File: src/rtl/ctrl_idex_pipe.sv
// Decode unit merged with the ID/EX control register of the 5-stage RV32 pipeline.
// Inserts bubbles on hazard/flush and holds ID/EX while a multi-cycle MUL/DIV occupies EX.
module ctrl_idex_pipe #(
  parameter int ENABLE_M = 1,
  parameter int MUL_LAT  = 3,
  parameter int DIV_LAT  = 8
) (
  input  logic       clk_i,
  input  logic       rst_i,
  input  logic       valid_i,
  input  logic [6:0] op_i,
  input  logic [2:0] funct3_i,
  input  logic [6:0] funct7_i,
  input  logic       noop_i,
  input  logic       flush_i,
  output logic       ex_valid_o,
  output logic       RegWrite_o,
  output logic       MemtoReg_o,
  output logic       MemRead_o,
  output logic       MemWrite_o,
  output logic       ALUSrc_o,
  output logic       Branch_o,
  output logic [1:0] ALUOp_o,
  output logic [1:0] MulDiv_o,
  output logic       illegal_o,
  output logic       busy_o,
  output logic       md_done_o
);

  localparam int MAX_LAT = (MUL_LAT > DIV_LAT) ? MUL_LAT : DIV_LAT;
  localparam int CNT_W   = (MAX_LAT > 2) ? $clog2(MAX_LAT) : 1;
  localparam logic [CNT_W-1:0] MUL_CNT = CNT_W'(MUL_LAT - 1);
  localparam logic [CNT_W-1:0] DIV_CNT = CNT_W'(DIV_LAT - 1);

  localparam logic [6:0] OP_R      = 7'b0110011;
  localparam logic [6:0] OP_I      = 7'b0010011;
  localparam logic [6:0] OP_LOAD   = 7'b0000011;
  localparam logic [6:0] OP_STORE  = 7'b0100011;
  localparam logic [6:0] OP_BRANCH = 7'b1100011;
  localparam logic [6:0] F7_MULDIV = 7'b0000001;

  typedef struct packed {
    logic       ex_valid;
    logic       reg_write;
    logic       mem_to_reg;
    logic       mem_read;
    logic       mem_write;
    logic       alu_src;
    logic       branch;
    logic [1:0] alu_op;
    logic [1:0] mul_div;
    logic       illegal;
  } ctrl_t;

  typedef enum logic {IDLE, BUSY} state_t;

  state_t           state_q, state_d;
  logic [CNT_W-1:0] cnt_q, cnt_d;
  logic             kill_pend_q, kill_pend_d;
  ctrl_t            ctrl_q, ctrl_d;
  ctrl_t            dec;
  ctrl_t            entry;
  logic             bubble;
  logic             capture;

  // Only funct3[2] matters here (MUL vs DIV class); the low bits belong to the ALU.
  logic unused_funct3;
  assign unused_funct3 = ^funct3_i[1:0];

  always_comb begin
    dec          = '0;
    dec.ex_valid = 1'b1;
    unique case (op_i)
      OP_R: begin
        if (funct7_i == F7_MULDIV && ENABLE_M == 0) begin
          dec.illegal = 1'b1;
        end else begin
          dec.reg_write = 1'b1;
          dec.alu_op    = 2'b10;
          if (funct7_i == F7_MULDIV) dec.mul_div = funct3_i[2] ? 2'b10 : 2'b01;
        end
      end
      OP_I: begin
        dec.reg_write = 1'b1;
        dec.alu_src   = 1'b1;
      end
      OP_LOAD: begin
        dec.reg_write  = 1'b1;
        dec.mem_to_reg = 1'b1;
        dec.mem_read   = 1'b1;
        dec.alu_src    = 1'b1;
      end
      OP_STORE: begin
        dec.mem_write = 1'b1;
        dec.alu_src   = 1'b1;
        dec.alu_op    = 2'b01;
      end
      OP_BRANCH: begin
        dec.branch = 1'b1;
        dec.alu_op = 2'b11;
      end
      default: dec.illegal = 1'b1;
    endcase
  end

  // kill_pend stands in for a flush that arrived while ID/EX was frozen.
  assign bubble  = !valid_i || noop_i || flush_i || kill_pend_q;
  assign entry   = bubble ? ctrl_t'('0) : dec;
  assign capture = (state_q == IDLE) || (cnt_q == '0);

  always_comb begin
    state_d     = state_q;
    cnt_d       = cnt_q;
    kill_pend_d = kill_pend_q;
    ctrl_d      = ctrl_q;
    if (capture) begin
      ctrl_d      = entry;
      kill_pend_d = 1'b0;
      if (entry.mul_div != 2'b00) begin
        state_d = BUSY;
        cnt_d   = funct3_i[2] ? DIV_CNT : MUL_CNT;
      end else begin
        state_d = IDLE;
        cnt_d   = '0;
      end
    end else begin
      cnt_d = cnt_q - 1'b1;
      if (flush_i) kill_pend_d = 1'b1;
    end
  end

  always_ff @(posedge clk_i or negedge rst_i) begin
    if (!rst_i) begin
      state_q     <= IDLE;
      cnt_q       <= '0;
      kill_pend_q <= 1'b0;
      ctrl_q      <= '0;
    end else begin
      state_q     <= state_d;
      cnt_q       <= cnt_d;
      kill_pend_q <= kill_pend_d;
      ctrl_q      <= ctrl_d;
    end
  end

  assign ex_valid_o = ctrl_q.ex_valid;
  assign RegWrite_o = ctrl_q.reg_write;
  assign MemtoReg_o = ctrl_q.mem_to_reg;
  assign MemRead_o  = ctrl_q.mem_read;
  assign MemWrite_o = ctrl_q.mem_write;
  assign ALUSrc_o   = ctrl_q.alu_src;
  assign Branch_o   = ctrl_q.branch;
  assign ALUOp_o    = ctrl_q.alu_op;
  assign MulDiv_o   = ctrl_q.mul_div;
  assign illegal_o  = ctrl_q.illegal;
  assign busy_o     = (state_q == BUSY);
  assign md_done_o  = (state_q == BUSY) && (cnt_q == '0);

endmodule

File: config.mk
export PLATFORM = sky130hd
export DESIGN_NAME = ctrl_idex_pipe
export DESIGN_NICKNAME = d
export VERILOG_FILES = /design/src/rtl/ctrl_idex_pipe.sv
export SDC_FILE = /design/constraint.sdc
export NUM_CORES = 1
export LEC_CHECK = 0
export ABC_CLOCK_PERIOD_IN_PS = 1600
export CORE_UTILIZATION = 36
export CTS_CLUSTER_SIZE = 20
export DETAILED_ROUTE_END_ITERATION = 8
export MAX_ROUTING_LAYER = met4
export PLACE_DENSITY = 0.7
export SLEW_MARGIN = 20
export SYNTH_ARGS = -nofsm -noshare
export SYNTH_HDL_FRONTEND = slang
export SYNTH_SLANG_ARGS = --single-unit
File: constraint.sdc
create_clock -name clk_i -period 1.6 [get_ports clk_i]
set_input_delay 0.24 -clock clk_i [delete_from_list [all_inputs] [get_ports clk_i]]
set_output_delay 0.24 -clock clk_i [all_outputs]
set_load 0.01 [all_outputs]
==> flow_summary.ini <==
[placed_design]
dp_cells = 136
numPortBuffers = 33
routabilityCongestion = 0.735
hpwl_um = 1460
placed_cell_area_um2 = 1230

[grt]
grt_max_degree = 17
grt-ovfl-total = 0
grt_pass1_vias = 757
grtUsageTotal = 0.191
antenna_found_initial = 0
grt_pass1_wl_um = 3370

[critical_path]
path_cells = or4b_4 -> a2111o_4 -> o31ai_4
crit_slowest_cell = or4b_4
critical_path_class = flip-flop to flip-flop
path_max_fanout = 5
critPathArrivalTime_ps = 1870
start_kind = flip-flop
crit_family = compound AO/OA/AOI/OAI gates
endpoint_kind = flip-flop
cp_num_buf_inv = 0
critPathRequiredTime_ps = 1810
cp_slowest_stage_delay_ps = 520

[sta]
hold_viol_final = 0
fin_crit_sh = 1.04
report.final.slew_viol_count = 0
timing.fmax_mhz = 601
period_needed_ps = 1660
setup_viol = 8
rsz0062_at_grt = yes
skew_ps = 2.56
tns_ps = -239
tightestPinTransition_ps = 344
whs_ps = 264
worst_slack_ps = -63.5
slew_headroom = 0.768

[synthesis]
synth_edf_count = 0
ys_types = 32
syn-num-nets = 95
synth_top_cell_by_area = dfrtp_1
syn_area_um2 = 820
synthTopCellsByCount = dfrtp_1 (16), nand3_1 (5)
synth_seq_cells = 16
netlist_instances = 71
synth_top_area_share = 0.489
synth_warnings = 0
synthArstFlopShare = 1.00
synthTopCellsByArea = dfrtp_1 (49%), o2bb2ai_2 (5.5%), a22o_1 (4.3%)
synth.most_common_cell = dfrtp_1
ys_seq_area_frac = 0.489
syn_area_per_cell_um2 = 11.5
synthFlopType = dfrtp_1

[finish]
final_nets = 140
final_layout_size_suffix_gt1_frac = 0.246
syn2layout_area_growth_pct = 60.0
finalInstanceArea_um2 = 1310
stdcell_count = 141
post-route-util = 0.642
n_antenna_cell = 0

[drt]
drc_errors = 0
final_antenna_net_count = 0
num_vias = 753
vias_per_cell = 5.34
drt_first_iter_violations = 6
dr.pass1.iters = 4
post_drt_wl_per_cell_um = 14.4
wirelength_um = 2030

[clocking]
cts_made_buffers = 3
clock_latency_ps = 290
cts.sinks = 16
cts_buffer_depth = 2
htreeDepth = 1
ctsRootBufferMaster = clkbuf_4
holdBufCountCts = 0
clk_pin_slew_ps = 90
cts_tree = yes

[die]
die-area_um2 = 2470
die_h_um = 49.7
initial_utilization = 0.401
die_w_um = 49.7
num_rows = 16
core_um2 = 2040
io_pins = 36

[run_status]
violations = setup timing
status = complete, but fails checks

[min_path]
worstHoldPathType = input port to asynchronous set/reset pin

[power]
combPwrFrac = 0.141
powerDensity_nw_per_um2 = 551
ir_drop_v = 0.000445
p_seq_frac = 0.564
switching_share = 0.231
p_int_uw = 556
pwr-share-clk = 0.295
p_sw_uw = 167
p_leak_nw = 0.582

[flow_run]
maxCapViolations = 0
## through the flow
step / total power, mW / setup slack, ps
3_3_place_gp: 0.512 / -445
2_1_floorplan: 0.436 / -15.5
3_5_place_dp: 0.515 / -450
4_1_cts: 0.722 / -71.8
6_report: 0.722 / -63.5
5_1_grt: 0.749 / -96.3
## power by group through the flow
stage,Clock (mW),Combinational (mW),Sequential (mW)
floorplan,0,0.0194,0.417
finish,0.213,0.102,0.407
detailed placement,0,0.0990,0.416
CTS,0.214,0.101,0.407
global route,0.231,0.110,0.408
global placement,0,0.0970,0.415
## routing by layer
| metal | GRT usage | up-vias | wire, um |
|---|---|---|---|
| li1 | - | 356 | - |
| met1 | 0.223 | 365 | 914 |
| met2 | 0.315 | 27 | 980 |
| met3 | 0.0370 | 5 | 92 |
| met4 | 0.0857 | 0 | 46 |
| met5 | - | - | 0 |
## final cells by class
| type | instances | area [um2] |
|---|---|---|
| Fill cell | 188 | 731 |
| Multi-Input combinational cell | 48 | 434 |
| Timing Repair Buffer | 43 | 405 |
| Sequential cell | 16 | 400 |
| Tap cell | 27 | 33.8 |
| Clock buffer | 3 | 22.5 |
| Inverter | 4 | 15.0 |
## flip-flops by register name, summed over array words and instances, names as in the netlist
signal       cells
illegal_o        1
ALUSrc_o         1
busy_o           1
MemWrite_o       1
kill_pend_q      1
ALUOp_o          2
Branch_o         1
MulDiv_o         2
RegWrite_o       1
cnt_q            3
ex_valid_o       1
MemtoReg_o       1
## cell usage in the layout (no fill, tap or decap), types with 2 or more instances in the layout
cell / netlist / final
a21o_1: 3 / 3
a22o_1: 4 / 4
buf_4: 1 / 8
buf_6: 0 / 2
clkbuf_4: 0 / 3
clkdlybuf4s50_1: 0 / 30
dfrtp_1: 16 / 16
dlygate4sd2_1: 0 / 2
ha_1: 2 / 2
inv_1: 4 / 4
nand2b_1: 2 / 2
nand3_1: 5 / 5
nor2_1: 4 / 4
o21ai_2: 0 / 3
o2bb2ai_2: 3 / 3
## timing repair
| action | 4_1_cts | 5_1_grt |
|---|---|---|
| pin swaps | 4 | 9 |
| setup buffers | 0 | 1 |
| resized for setup | 7 | 8 |
| endpoints found under the setup margin | 14 | 16 |
| gates cloned | 0 | 1 |
## cells by family (layout without fill, tap and decap cells)
family / Yosys count / count (layout) / synth area share
AOI/OAI and AO/OA: 20 / 21 / 0.244
DFF: 16 / 16 / 0.489
buffers and inverters: 8 / 50 / 0.0427
adders and majority gates: 2 / 2 / 0.0305
xor gates and xnor gates: 2 / 2 / 0.0214
and+or+nand+nor: 23 / 23 / 0.173
## path summary, 6_finish.rpt
kind / startpoint / to / slack (ps) / cells past startpoint
max: kill_pend_q / MemtoReg_o / -60 / 3
min: rst_i / ex_valid_o / 260 / 2
max reg2reg: kill_pend_q / MemtoReg_o / -60 / 3
min reg2reg: ALUOp_o[0] / ALUOp_o[0] / 490 / 1
max in group asynchronous: rst_i / RegWrite_o / 1150 / 2
min in group clk_i: flush_i / kill_pend_q / 330 / 3
No activity file was read; power rests on OpenSTA's default activity.
